### src/rtl/pacman_dir_ctrl_if.sv
// Bundle between the board buttons, the move/maze block and the direction controller.
// The master drives buttons, move_tick and blocked; the slave returns direction state.
interface pacman_dir_ctrl_if;
  logic       up;
  logic       down;
  logic       left;
  logic       right;
  logic       move_tick;
  logic [3:0] blocked;
  logic [1:0] dir;
  logic       moving;
  logic       pend_valid;
  logic [1:0] pend_dir;
  logic       turn_ack;

  modport master (
    output up, down, left, right, move_tick, blocked,
    input  dir, moving, pend_valid, pend_dir, turn_ack
  );

  modport slave (
    input  up, down, left, right, move_tick, blocked,
    output dir, moving, pend_valid, pend_dir, turn_ack
  );
endinterface

### src/rtl/pacman_dir_ctrl.sv
// PacMan direction controller: sync + debounce four buttons, buffer one turn request,
// and apply it to the player direction on move ticks when the maze allows it.
module pacman_dir_ctrl #(
  parameter int unsigned DB_COUNT   = 1000000,
  parameter int unsigned DB_W       = 20,
  parameter int unsigned PEND_TICKS = 8
) (
  input logic              clk,
  input logic              clr,
  pacman_dir_ctrl_if.slave bus
);

  localparam int unsigned       AGE_W   = $clog2(PEND_TICKS + 1);
  localparam logic [DB_W-1:0]   DB_LAST = DB_W'(DB_COUNT - 1);
  localparam logic [AGE_W-1:0]  AGE_MAX = AGE_W'(PEND_TICKS);

  typedef enum logic {
    PEND_IDLE,
    PEND_HELD
  } pend_t;

  // Bit index equals the direction encoding: 0 up, 1 down, 2 left, 3 right.
  logic [3:0]      w_raw;
  logic [3:0]      r_sync1;
  logic [3:0]      r_sync2;
  logic [3:0]      r_db;
  logic [3:0]      r_db_prev;
  logic [3:0]      r_press;
  logic [DB_W-1:0] r_cnt [4];

  logic            w_any;
  logic [1:0]      w_win;

  pend_t           r_pstate;
  pend_t           w_pstate_n;
  logic [1:0]      r_pend_dir;
  logic [1:0]      w_pend_dir_n;
  logic [AGE_W-1:0] r_age;
  logic [AGE_W-1:0] w_age_n;
  logic [AGE_W-1:0] w_age_inc;
  logic [1:0]      r_dir;
  logic [1:0]      w_dir_n;
  logic            r_moving;
  logic            w_moving_n;
  logic            r_ack;
  logic            w_ack_n;

  assign w_raw = {bus.right, bus.left, bus.down, bus.up};

  always_ff @(posedge clk) begin
    if (clr) begin
      r_sync1   <= '0;
      r_sync2   <= '0;
      r_db      <= '0;
      r_db_prev <= '0;
      r_press   <= '0;
      for (int unsigned b = 0; b < 4; b++) begin
        r_cnt[b] <= '0;
      end
    end else begin
      r_sync1   <= w_raw;
      r_sync2   <= r_sync1;
      r_db_prev <= r_db;
      // Rising-edge pulse is registered so the arbiter sees a clean one-cycle strobe.
      r_press   <= r_db & ~r_db_prev;
      for (int unsigned b = 0; b < 4; b++) begin
        if (r_sync2[b] == r_db[b]) begin
          r_cnt[b] <= '0;
        end else if (r_cnt[b] == DB_LAST) begin
          r_db[b]  <= r_sync2[b];
          r_cnt[b] <= '0;
        end else begin
          r_cnt[b] <= r_cnt[b] + DB_W'(1);
        end
      end
    end
  end

  always_comb begin
    w_any = |r_press;
    w_win = 2'b11;
    if (r_press[0]) begin
      w_win = 2'b00;
    end else if (r_press[1]) begin
      w_win = 2'b01;
    end else if (r_press[2]) begin
      w_win = 2'b10;
    end
  end

  assign w_age_inc = r_age + AGE_W'(1);

  always_ff @(posedge clk) begin
    if (clr) begin
      r_pstate   <= PEND_IDLE;
      r_pend_dir <= 2'b00;
      r_age      <= '0;
      r_dir      <= 2'b10;
      r_moving   <= 1'b0;
      r_ack      <= 1'b0;
    end else begin
      r_pstate   <= w_pstate_n;
      r_pend_dir <= w_pend_dir_n;
      r_age      <= w_age_n;
      r_dir      <= w_dir_n;
      r_moving   <= w_moving_n;
      r_ack      <= w_ack_n;
    end
  end

  // Tick resolves against the pre-tick pending state; a same-cycle press then overrides it.
  always_comb begin
    w_pstate_n   = r_pstate;
    w_pend_dir_n = r_pend_dir;
    w_age_n      = r_age;
    w_dir_n      = r_dir;
    w_moving_n   = r_moving;
    w_ack_n      = 1'b0;

    if (bus.move_tick) begin
      if ((r_pstate == PEND_HELD) && !bus.blocked[r_pend_dir]) begin
        w_dir_n    = r_pend_dir;
        w_moving_n = 1'b1;
        w_pstate_n = PEND_IDLE;
        w_ack_n    = 1'b1;
      end else begin
        w_moving_n = !bus.blocked[r_dir];
        if (r_pstate == PEND_HELD) begin
          if (r_age != AGE_MAX) begin
            w_age_n = w_age_inc;
          end
          if (w_age_inc == AGE_MAX) begin
            w_pstate_n = PEND_IDLE;
          end
        end
      end
    end

    if (w_any) begin
      w_pstate_n   = PEND_HELD;
      w_pend_dir_n = w_win;
      w_age_n      = '0;
    end
  end

  assign bus.dir        = r_dir;
  assign bus.moving     = r_moving;
  assign bus.pend_valid = (r_pstate == PEND_HELD);
  assign bus.pend_dir   = r_pend_dir;
  assign bus.turn_ack   = r_ack;

endmodule
### src/flat_wrapper.sv
// flat-port wrapper written by rule: the top's interface ports become plain ports
module pacman_dir_ctrl_flat 
#(
  parameter int unsigned DB_COUNT   = 1000000,
  parameter int unsigned DB_W       = 20,
  parameter int unsigned PEND_TICKS = 8
)
  (clk, clr, bus_up, bus_down, bus_left, bus_right, bus_move_tick, bus_blocked, bus_dir, bus_moving, bus_pend_valid, bus_pend_dir, bus_turn_ack);
  pacman_dir_ctrl_if bus_i ();
  input logic clk;
  input logic clr;
  input wire logic [$bits(bus_i.up)-1:0] bus_up;
  input wire logic [$bits(bus_i.down)-1:0] bus_down;
  input wire logic [$bits(bus_i.left)-1:0] bus_left;
  input wire logic [$bits(bus_i.right)-1:0] bus_right;
  input wire logic [$bits(bus_i.move_tick)-1:0] bus_move_tick;
  input wire logic [$bits(bus_i.blocked)-1:0] bus_blocked;
  output wire logic [$bits(bus_i.dir)-1:0] bus_dir;
  output wire logic [$bits(bus_i.moving)-1:0] bus_moving;
  output wire logic [$bits(bus_i.pend_valid)-1:0] bus_pend_valid;
  output wire logic [$bits(bus_i.pend_dir)-1:0] bus_pend_dir;
  output wire logic [$bits(bus_i.turn_ack)-1:0] bus_turn_ack;
  assign bus_i.up = bus_up;
  assign bus_i.down = bus_down;
  assign bus_i.left = bus_left;
  assign bus_i.right = bus_right;
  assign bus_i.move_tick = bus_move_tick;
  assign bus_i.blocked = bus_blocked;
  assign bus_dir = bus_i.dir;
  assign bus_moving = bus_i.moving;
  assign bus_pend_valid = bus_i.pend_valid;
  assign bus_pend_dir = bus_i.pend_dir;
  assign bus_turn_ack = bus_i.turn_ack;
  pacman_dir_ctrl #(.DB_COUNT(DB_COUNT), .DB_W(DB_W), .PEND_TICKS(PEND_TICKS)) u_core (.clk(clk), .clr(clr), .bus(bus_i));
endmodule
### config.mk
export PLATFORM = sky130hd
export DESIGN_NAME = pacman_dir_ctrl_flat
export DESIGN_NICKNAME = d
export VERILOG_FILES = /design/src/rtl/pacman_dir_ctrl_if.sv /design/src/rtl/pacman_dir_ctrl.sv /design/src/flat_wrapper.sv
export SDC_FILE = /design/constraint.sdc
export NUM_CORES = 1
export LEC_CHECK = 0
export ABC_AREA = 1
export CORE_ASPECT_RATIO = 0.5
export CORE_MARGIN = 2
export CORE_UTILIZATION = 62
export DETAILED_ROUTE_END_ITERATION = 16
export GPL_ROUTABILITY_DRIVEN = 0
export MAX_ROUTING_LAYER = met4
export PLACE_DENSITY = 0.8
export SYNTH_ARGS = -nofsm -noshare
export SYNTH_HDL_FRONTEND = slang
export SYNTH_SLANG_ARGS = --single-unit
### constraint.sdc
create_clock -name clk -period 2 [get_ports clk]
set_input_delay 0.2 -clock clk [delete_from_list [all_inputs] [get_ports clk]]
set_output_delay 0.2 -clock clk [all_outputs]
set_load 0.02 [all_outputs]
# Word-level counts from Yosys, hierarchy flattened
# Memories as Yosys holds them, arrays and structs flattened.
# Index checks and enable logic that the tools add are counted.
[word_totals] regBits=31 ram_bits=80 inputBits=11 out_inout_bits=7 word_cells=137 memories=1
[op_classes] addsub=5 magnitude_cmp=2 eq_ne=10 muxes=72 bitwise=20 reduce_logical=13
[memory_table] name="u_core.r_cnt" words=4 word_bits=20 rd=4 rd_clocked_by_memory_dff=0 wr=4 line="pacman_dir_ctrl.sv:29" rtl="logic [DB_W-1:0] r_cnt [4];"
[ops] operator="2-to-1 mux 20 bit" count=12
[ops] operator="adder 20 x 1 -> 20 bit (second input constant)" count=4
[ops] operator="== test 20 bit (second input constant)" count=4
[ops] operator="2-to-1 mux 1 bit" count=56
[ops] operator="OR 1 bit" count=12
[ops] operator="AND reduction 2 bit" count=5
[ops] operator="less-than comparator 2 x 3 -> 1 bit (second input constant)" count=2
[ops] operator="NOT 1 bit" count=6
[ops] operator="OR reduction 5 bit" count=1
[ops] operator="adder 4 x 1 -> 4 bit (second input constant)" count=1
[ops] operator="AND 4 bit" count=1
[ops] operator="binary-select mux 1 bit (select 2 bit)" count=2
[ops] operator="== test 1 bit" count=4
[ops] operator="== test 4 bit (second input constant)" count=1
[ops] operator="2-to-1 mux 2 bit" count=2
[ops] operator="!= test 4 bit (second input constant)" count=1
[ops] operator="NOT 4 bit" count=1
[ops] operator="AND reduction 4 bit" count=1
[ops] operator="OR reduction 4 bit" count=1
[ops] operator="logical NOT 1 bit" count=2
[ops] operator="nonzero test 2 bit" count=1
[ops] operator="OR reduction 2 bit" count=1
[ops] operator="logical AND 1 bit" count=1

# Depth between registers and ports, before layout
# An unclocked memory read counts as a cell.
[logic_depth] ltp_word=8 ltp_mapped=9 mapped_depth_nobuf=9

# Worst setup path after synthesis
# Ideal clock, no wire load.
[synth_path] path_type="flip-flop to flip-flop" start="memory u_core.r_cnt[2][0]" end="memory u_core.r_cnt[2][16] (data pin)" setup_time_ns=0.254 arrival_ns=1.367 required_ns=1.746 slack_ns=0.379 path_stages_with_launch=10 n_path_buf=1 period_less_slack_ns=1.621 cell_sequence="edfxtp_1 ha_1 nand2_1 nor2_4 nand2_1 nor2_2 nand3_1 nand2_1 buf_4 nor2_1"
[synth_lines] element="from (decl)" line="pacman_dir_ctrl.sv:29"

==> impl_results.md <==
* Outcome: complete, no violations
* Primary FF master, synth: edfxtp_1
* Final instance area at 7040 sq um
* Hold-fix buffers, CTS at 0
* Hold Path Depth at 3
* Power density cells at 671 nW/um^2
* Crit end category: register
* DP HPWL at 8.48 mm
* Die Wd at 144 um
* Die Y-Extent at 73.8 um
* Final setup violating endpoints at 0
* Peak supply drop at 0.454 mV
* R2r startpoint: u_core.r_cnt[1][0]$_SDFFCE_PN0P_
* DRT iter0 DRCs at 418
* Sequential share of the synthesized area at 50.0%
* Internal power at 3.69 mW
* Pin count of the biggest net entering global routing at 22
* Req. time, crit path at 2.10 ns
* Async SR Flop Fraction at 0%
* Clk pin slew, worst setup/hold paths at 0.07 ns
* Clock network power share at 39.6%
* Sequential power share at 55.5%
* Maximum clock rate at 527 MHz
* Initial antenna violation count at 0
* DR WL/cell at 11.4 um
* Final hold violations at 0
* Port buffer count at 17
* Gr usage total at 24.0%
* Worst R2R Setup Slack at 0.10 ns
* Sw frac at 21.8%
* Hold Path End: u_core.r_sync1[1]$_SDFF_PP0_
* Hold Path Class: in2reg
* Nets at 880
* CTS tree: done
* Syn. warnings at 0
* Final slew viol count at 0
* Compound-Gate Fraction of Synth Area at 5.36%
* Antenna viol nets, final at 0
* DP Area at 6660 sq um
* Initial Util at 64.0%
* Io pins at 18
* Post-synthesis register bit count at 111
* Startpoint types: register
* Crit path kind: reg2reg
* Reported net switching power at 1.03 mW
* Max Fanout on Critical Path at 19
* Post-synth EDFFs at 80
* Synthesis-to-layout area growth at 16.5%
* Final period util at 95.0%
* CTS max path bufs at 2
* Reg2reg path depth at 6
* Post-synthesis mux area share at 0%
* Vias in the first global route at 4,696
* WL final at 11.5 mm
* Synth Cell Area at 6040 sq um
* Start point of the worst min-delay path: bus_down
* Routed via count at 5,052
* CP Data Arrival Time at 2.00 ns
* Worst-skew pair later-pin latency at 0.35 ns
* CP max stage delay at 0.45 ns
* Setup TNS at 0 ns
* Post-Synth Simple-Gate Area at 33.2%
* Total gr overflow at 0
* Post-Synth XOR/XNOR Area at 3.91%
* Antenna Cells at 0
* Synth Area in Adders at 1.24%
* Synth unique cells at 34
* Static leakage at 2.74 nW
* DRC at 0
* CP dominant cell by count: nand3_2
* Placeable Area at 9450 sq um
* Row count at 25
* Top Family by Delay on Critical Path: simple AND/OR/NAND/NOR gates
* Crit-path cells: ha_1 > nand3_2 > nor3_2 > nand3_2 > nand2_4 > nor2_1
* RSZ-0062 raised after global routing: false
* Critical path origin: u_core.r_cnt[1][0]$_SDFFCE_PN0P_
* Drt via density at 5.04
* Fillers at 763
* Die ar. at 10,600 sq um
* CTS Sinks at 111
* CTS Root Cell: clkbuf_16
* Reg2reg end: u_core.r_cnt[1][8]$_SDFFCE_PN0P_
* Slowest-stage cell, CP: edfxtp_1
* Pre-antenna DRT Iters at 5
* Syn Area/Cell at 7.98 sq um
* First-pass GRT wire length at 19.7 mm
* Max-Cap Viols at 0
* Final Critical Period at 1.90 ns
* Syn Inst Count at 757
* Critical path buffers and inverters at 0
* CTS H-tree lvls at 3
* Share of cells above drive strength 1 at 5.99%
* Largest family of logic cells by synthesized area: simple AND/OR/NAND/NOR gates
* CTS Buf Count at 9
* Combinational Power Share at 5.0%
* Clk_skew at 0.00655 ns
## power groups by stage
| stage | Sequential, mW | Combinational [mW] | Clock, mW |
|---|---|---|---|
| after floorplan | 2.65 | 0.166 | 0 |
| after global placement | 2.67 | 0.216 | 0 |
| after detailed placement | 2.67 | 0.221 | 0 |
| after CTS | 2.62 | 0.223 | 1.90 |
| after global routing | 2.63 | 0.274 | 1.97 |
| final | 2.62 | 0.235 | 1.87 |
## cell usage after synthesis, types with 2 or more instances
master / n / area share [%]
nand2_1: 181 / 11
nor2_1: 153 / 9.5
inv_1: 83 / 5.2
edfxtp_1: 80 / 40
nand3_1: 46 / 3.8
a21oi_1: 43 / 3.6
dfxtp_1: 31 / 10
nor3_1: 24 / 2.0
xor2_1: 19 / 2.8
nand4_1: 17 / 1.8
o21ai_0: 15 / 1.2
nor2_2: 8 / 0.83
xnor2_1: 8 / 1.2
ha_1: 6 / 1.2
nand3_2: 6 / 0.99
nand3b_1: 6 / 0.75
buf_2: 3 / 0.25
clkbuf_1: 3 / 0.19
nor2_4: 3 / 0.56
nor3b_1: 3 / 0.37
or2_0: 3 / 0.31
buf_4: 2 / 0.25
buf_6: 2 / 0.37
or2_2: 2 / 0.21
## worst register-to-register path: cells and delay by family (launching register included)
| family | cells | cell delay [ns] |
|---|---|---|
| DFF | 1 | 0.45 |
| adders and majority gates | 1 | 0.31 |
| and+or+nand+nor | 5 | 0.91 |
## cell usage in the layout (no fill, tap or decap), types with 2 or more instances in the layout
cell type        Yosys  layout
clkdlybuf4s50_1      0      17
nor2_2               8       8
conb_1               1      80
buf_4                2       7
edfxtp_1            80      80
nand2_1            181     180
nor3b_1              3       3
nand3_2              6       6
or2_2                2       2
inv_1               83      83
nor3_1              24      24
clkbuf_16            0      11
o21ai_0             15      15
nand2_4              1       2
nand3b_1             6       6
ha_1                 6       4
nand3_1             46      46
or2_0                3       3
xnor2_1              8       8
nor2_1             153     153
nor2_4               3       3
xor2_1              19      19
a21oi_1             43      43
nand4_1             17      17
dfxtp_1             31      31
## sequential cells by signal, summed over array words and instances (netlist names)
signal,count
u_core.r_press,4
u_core.bus.moving,1
u_core.bus.pend_valid,1
u_core.bus.turn_ack,1
u_core.r_sync2,4
u_core.bus.pend_dir,2
u_core.bus.dir,2
u_core.r_db_prev,4
u_core.r_age,4
u_core.r_cnt,80
u_core.r_sync1,4
u_core.r_db,4
## how the worst max path moves through the flow
stage	slack, ns	depth (start not counted)	endpoint
finish	0.10	6	u_core.r_cnt[1][8]$_SDFFCE_PN0P_
global route	0.01	9	u_core.r_cnt[0][2]$_SDFFCE_PN0P_
floorplan	0.38	9	u_core.r_cnt[2][16]$_SDFFCE_PN0P_
detailed placement	0.04	6	u_core.r_cnt[1][5]$_SDFFCE_PN0P_
global placement	0.15	6	u_core.r_cnt[1][2]$_SDFFCE_PN0P_
CTS	0.09	9	u_core.r_cnt[2][0]$_SDFFCE_PN0P_
## per-layer routing
layer	part of all wire [%]	GRT usage [%]
met5	0	-
met2	47	41.1
met4	0.74	5.56
met3	4.3	5.61
met1	48	29.4
## logic make-up (layout without fill, tap and decap cells)
logic type | count (synthesis) | count (layout)
and+or+nand+nor | 457 | 457
DFF | 111 | 111
buffers and inverters | 93 | 125
AOI/OAI and AO/OA | 62 | 62
xor gates and xnor gates | 27 | 27
adders and majority gates | 6 | 6
other | 1 | 80
## final cells by class
cell class	instances	area (sq um)	share of cell area (%)
Clock buffer	12	280	3.98
Clock inverter	4	37.5	0.533
Inverter	83	312	4.43
Multi-Input combinational cell	632	2960	42.1
Sequential cell	111	3020	43.0
Tap cell	135	169	2.40
Timing Repair Buffer	26	254	3.61
## through the flow
stage,std cells,worst slack (ns),power [mW],hold slack (ns),util (%)
floorplan,836,0.379,2.82,0.307,-
global placement,982,0.151,2.88,0.381,70.5
detailed placement,982,0.0408,2.89,0.382,70.5
CTS,998,0.0893,4.74,0.355,73.8
global route,1003,0.0119,4.87,0.377,74.5
finish,1003,0.101,4.72,0.359,74.5
## what timing repair did
action	4_1_cts	5_1_grt
gates resized for setup	0	6
endpoints found under the setup margin	0	47
endpoints found under the hold margin	0	0
setup buffers	0	5
Power figures use the tool's default switching activity.
